$ cat src/rtl/cpu_pkg.sv
// Shared definitions for the MIPS core front end: PC-select codes, fetch FSM
// states and the default reset PC.
package cpu_pkg;

  typedef enum logic [1:0] {
    PC_SEQ = 2'b00,
    PC_BR  = 2'b01,
    PC_J   = 2'b10,
    PC_JR  = 2'b11
  } pc_sel_e;

  typedef enum logic [1:0] {
    ST_IDLE  = 2'b00,
    ST_FETCH = 2'b01,
    ST_HOLD  = 2'b10,
    ST_FAULT = 2'b11
  } fetch_state_e;

  localparam logic [31:0] RESET_PC_DEFAULT = 32'h0000_3000;

  function automatic logic is_word_aligned(input logic [31:0] addr);
    return (addr[1:0] == 2'b00);
  endfunction

endpackage

$ cat src/rtl/npc.sv
// Next-PC arithmetic: sequential, PC-relative branch, pseudo-direct jump and
// register jump. Purely combinational so a pipelined core can reuse it.
module npc
  import cpu_pkg::*;
(
  input  logic [31:0] pc_plus4,
  input  logic [1:0]  pc_sel,
  input  logic [15:0] imm,
  input  logic [25:0] instr_index,
  input  logic [31:0] jr_target,
  output logic [31:0] next_pc
);

  logic [31:0] br_offset_s;

  assign br_offset_s = {{14{imm[15]}}, imm, 2'b00};

  // Select the next PC source.
  always_comb begin
    next_pc = pc_plus4;
    case (pc_sel)
      PC_SEQ:  next_pc = pc_plus4;
      PC_BR:   next_pc = pc_plus4 + br_offset_s;
      PC_J:    next_pc = {pc_plus4[31:28], instr_index, 2'b00};
      PC_JR:   next_pc = jr_target;
      default: next_pc = pc_plus4;
    endcase
  end

endmodule

$ cat src/rtl/instr_fetch.sv
// Instruction fetch stage: owns the PC, fetches over a req/ready handshake,
// holds the word until consumed and traps on a misaligned target.
module instr_fetch
  import cpu_pkg::*;
#(
  parameter logic [31:0] RESET_PC = RESET_PC_DEFAULT
) (
  input  logic        clk,
  input  logic        rst,
  output logic        imem_req,
  output logic [31:0] imem_addr,
  input  logic [31:0] imem_rdata,
  input  logic        imem_ready,
  output logic [31:0] idata,
  output logic        idata_valid,
  output logic [31:0] pc,
  output logic [31:0] pc_plus4,
  input  logic        consume,
  input  logic [1:0]  pc_sel,
  input  logic [15:0] imm,
  input  logic [25:0] instr_index,
  input  logic [31:0] jr_target,
  output logic        fault
);

  fetch_state_e state_r;
  logic [31:0]  pc_r;
  logic [31:0]  idata_r;
  logic [31:0]  pc_plus4_s;
  logic [31:0]  next_pc_s;

  assign pc_plus4_s = pc_r + 32'd4;

  npc u_npc (
    .pc_plus4    (pc_plus4_s),
    .pc_sel      (pc_sel),
    .imm         (imm),
    .instr_index (instr_index),
    .jr_target   (jr_target),
    .next_pc     (next_pc_s)
  );

  // Fetch FSM with PC and instruction holding registers.
  always_ff @(posedge clk or posedge rst) begin
    if (rst) begin
      state_r <= ST_IDLE;
      pc_r    <= RESET_PC;
      idata_r <= 32'h0000_0000;
    end else begin
      case (state_r)
        ST_IDLE: state_r <= ST_FETCH;
        ST_FETCH: begin
          if (imem_ready) begin
            idata_r <= imem_rdata;
            state_r <= ST_HOLD;
          end
        end
        ST_HOLD: begin
          if (consume) begin
            // A misaligned target leaves pc on the offending instruction.
            if (is_word_aligned(next_pc_s)) begin
              pc_r    <= next_pc_s;
              state_r <= ST_FETCH;
            end else begin
              state_r <= ST_FAULT;
            end
          end
        end
        ST_FAULT: state_r <= ST_FAULT;
        default:  state_r <= ST_IDLE;
      endcase
    end
  end

  // Handshake and status outputs decode only the state register, so reset
  // clears them asynchronously and no input reaches them combinationally.
  assign imem_req    = (state_r == ST_FETCH);
  assign idata_valid = (state_r == ST_HOLD);
  assign fault       = (state_r == ST_FAULT);
  assign imem_addr   = pc_r;
  assign pc          = pc_r;
  assign pc_plus4    = pc_plus4_s;
  assign idata       = idata_r;

endmodule

$ cat config.mk
export PLATFORM = sky130hd
export DESIGN_NAME = instr_fetch
export DESIGN_NICKNAME = d
export VERILOG_FILES = /design/src/rtl/cpu_pkg.sv /design/src/rtl/npc.sv /design/src/rtl/instr_fetch.sv
export SDC_FILE = /design/constraint.sdc
export NUM_CORES = 1
export LEC_CHECK = 0
export ABC_AREA = 1
export CAP_MARGIN = 20
export CORE_MARGIN = 10
export CORE_UTILIZATION = 45
export DETAILED_ROUTE_END_ITERATION = 6
export PLACE_DENSITY = 0.83
export SLEW_MARGIN = 15
export SYNTH_ARGS = -nofsm -noshare
export SYNTH_HDL_FRONTEND = slang
export SYNTH_SLANG_ARGS = --single-unit
$ cat constraint.sdc
create_clock -name clk -period 7.7 [get_ports clk]
set_input_delay 2.31 -clock clk [delete_from_list [all_inputs] [get_ports clk]]
set_output_delay 2.31 -clock clk [all_outputs]
set_load 0.01 [all_outputs]
==> results.py <==
metrics = {
    "run": {
        "drv_cap": 0,
    },
    "outcome": {
        "status": "complete, no violations",
    },
    "power": {
        "power.leakage_nw": 4.34,
        "total_power_mw": 3.39,
        "power.density_mw_per_mm2": 379,
        "ir_drop_uv": 187,
    },
    "clocking": {
        "clk_path_buf_depth": 2,
        "numCtsBuffers": 9,
        "cts_resized": 0,
        "cts.clk_slew.worst_paths_ns": 0.05,
        "cts_setup_buffers": 0,
        "root_buffer": "clkbuf_16",
        "clock_latency_ns": 0.33,
        "postCtsHoldBufs": 0,
        "tritoncts": "done",
        "h-tree-depth": 3,
        "clock_sinks": 66,
    },
    "timing": {
        "fin_skew_ns": 0.00451,
        "max_slew.worst_pin.slew_ns": 0.881,
        "max_clock_freq_ghz": 0.195,
        "timing.slew.headroom_pct": 41.0,
        "period_share_pct": 66.6,
        "setup_viol": 0,
        "final_hold_viol_count": 0,
        "worst_slack_ns": 2.57,
        "rsz0062_at_grt": "false",
        "finalMaxSlewViolations": 0,
        "timing.hold.ws_ns": 0.502,
        "period_needed_ns": 5.13,
        "setup_tns_ns": 0,
    },
    "worst_hold_path": {
        "min_from": "idata[0]$_DFFE_PP0P_",
        "hold_path_depth": 1,
        "min_path_type": "reg -> reg",
        "hold_end": "idata[0]$_DFFE_PP0P_",
    },
    "synth": {
        "synth_common_cells": "301 x nand2_1, 119 x inv_1, 77 x nor2_1",
        "synth-main-ff-cell": "dfrtp_1",
        "synth_area_mm2": 0.00627,
        "ys_ff_latch": 66,
        "synth.avg_cell_area_um2": 6.64,
        "synth_seq_area_share_pct": 26.4,
        "synth_edf_count": 0,
        "synth_cell_type_count": 43,
        "syn_nets": 1092,
        "yosys.area.top_type_share_pct": 25.5,
        "syn_inst": 945,
        "yosys.area.top_type": "dfrtp_1",
        "async_flop_share_pct": 100,
        "ys_top_cells_by_area": "dfrtp_1 26%, nand2_1 18%, inv_1 7.1%",
        "post-synth-top-count-cell": "nand2_1",
        "yosysWarnings": 0,
    },
    "global_route": {
        "grtUsageTotal_pct": 24.4,
        "antenna_found_initial": 0,
        "grt_max_degree": 67,
        "grt_pass1_vias": 7004,
        "grt_pass1_wl_um": 38100,
        "gr-total-overflow": 0,
    },
    "final_layout": {
        "final_util_pct": 64.9,
        "syn_to_final_growth_pct": 42.6,
        "layout.cells.non_filler": 1331,
        "fill_cells": 1301,
        "multi_input_area_mm2": 0.00381,
        "nNetsFinal": 1295,
        "regArea_mm2": 0.00165,
        "final_area_mm2": 0.00894,
        "diodes": 0,
        "drive_above_1_share_pct": 7.04,
    },
    "critical_path": {
        "cp-end-kind": "primary output",
        "rrSetupSlack_ns": 4.09,
        "worst-r2r-cell-count": 20,
        "worst_ep_required_time_ns": 5.39,
        "reg2reg_from": "imem_addr[3]$_DFFE_PP0P_",
        "critPathKind": "reg -> out",
        "regToRegEndpoint": "imem_addr[31]$_DFFE_PP0P_",
        "worstPathArrival_ns": 2.82,
        "worstPathMaxFanout": 5,
        "cp-start-kind": "flip-flop",
    },
    "detailed_routing": {
        "drt_iter0_markers": 701,
        "dr.pass1.iters": 7,
        "avgRoutedWirePerCell_um": 18.4,
        "ant_nets": 0,
        "via_count": 7167,
        "post_drt_via_cell_ratio": 5.38,
        "detail_route.wirelength_um": 24500,
        "drc": 0,
    },
    "floorplan": {
        "fp.dieW_um": 138,
        "dieArea_mm2": 0.0191,
        "start_util_pct": 45.5,
        "core_area_mm2": 0.0138,
        "die_height_um": 138,
        "rows": 43,
        "io_pins": 243,
    },
    "place": {
        "dpl.cell_count": 1317,
        "gp_congestion": 1.04,
        "io_buffers": 242,
        "dp_hpwl_um": 20000,
        "place_area_mm2": 0.00861,
        "preCtsSetupSlack_ns": 2.46,
    },
}
cell usage in the layout, fill, tap and decap left out, types with 4 or more instances in the layout:
cell | Yosys | routed
nor2_2 | 4 | 5
nand2_2 | 5 | 5
mux2_2 | 32 | 32
a21boi_0 | 4 | 4
dfrtp_1 | 64 | 64
clkdlybuf4s50_1 | 0 | 242
nand4_1 | 13 | 13
ha_1 | 34 | 34
a21oi_1 | 58 | 58
inv_2 | 3 | 4
clkbuf_16 | 0 | 9
nor3_1 | 7 | 7
nor2_1 | 77 | 76
xor2_1 | 19 | 19
inv_1 | 119 | 118
nand3_1 | 43 | 43
o21bai_1 | 4 | 4
a221oi_1 | 13 | 13
buf_4 | 34 | 5
nand3b_1 | 4 | 4
xnor2_1 | 4 | 4
nand2_1 | 301 | 301
o21ai_0 | 48 | 48
o211ai_1 | 4 | 4
worst max path at each step:
| stage | start | end | slack, ns | cells after the start |
|---|---|---|---|---|
| after floorplan | imm[0] | imem_addr[26]$_DFFE_PP0P_ | 3.68 | 15 |
| after global placement | pc_sel[1] | imem_addr[11]$_DFFE_PP0P_ | 2.56 | 10 |
| after detailed placement | pc_sel[1] | imem_addr[11]$_DFFE_PP0P_ | 2.46 | 10 |
| after CTS | imem_addr[3]$_DFFE_PP0P_ | pc_plus4[18] | 2.60 | 8 |
| after global routing | imem_addr[3]$_DFFE_PP0P_ | pc_plus4[26] | 2.47 | 12 |
| final | imem_addr[3]$_DFFE_PP0P_ | pc_plus4[18] | 2.57 | 8 |
cells by family (layout without fill, tap and decap cells):
logic type / after synthesis / after routing / share of synthesized area [%]
adders and majority gates: 35 / 35 / 7.10
buffers and inverters: 178 / 384 / 12.9
and+or+nand+nor: 469 / 469 / 31.6
AOI/OAI and AO/OA: 141 / 141 / 12.8
xor gates and xnor gates: 24 / 24 / 3.47
DFF: 66 / 66 / 26.4
muxes: 32 / 32 / 5.75
per-layer routing:
layer  global-route usage (%)  part of all wire (%)
met2                     41.0                    48
met5                        0                     0
met1                     29.7                    40
met3                     6.27                   9.8
met4                     7.82                   2.7
state kept, by name (all words and copies together), names as in the netlist:
name / count
idata: 32
imem_addr: 32
state_r: 2
cell type report:
cell class,instances,area share (%)
multi-input combinational,701,42.6
tap,180,2.52
sequential,66,18.5
clock inverter,2,0.672
clock buffer,12,2.98
timing repair buffer,247,27.5
inverter,123,5.16
power by group:
group / switching (mW) / internal [mW]
Combinational: 1.18 / 1.03
Clock: 0.147 / 0.306
Sequential: 0.214 / 0.516
Total: 1.54 / 1.85
worst max-delay path, cell delays in order (launching register included):
cell and delay [ns]:
dfrtp_1 0.44, ha_1 0.28, nand2_1 0.09, inv_1 0.10, nand3_2 0.14, nor2_2 0.24, nand2_2 0.12, xnor2_1 0.38
clkdlybuf4s50_1 0.70
No activity file was read; power rests on OpenSTA's default activity.
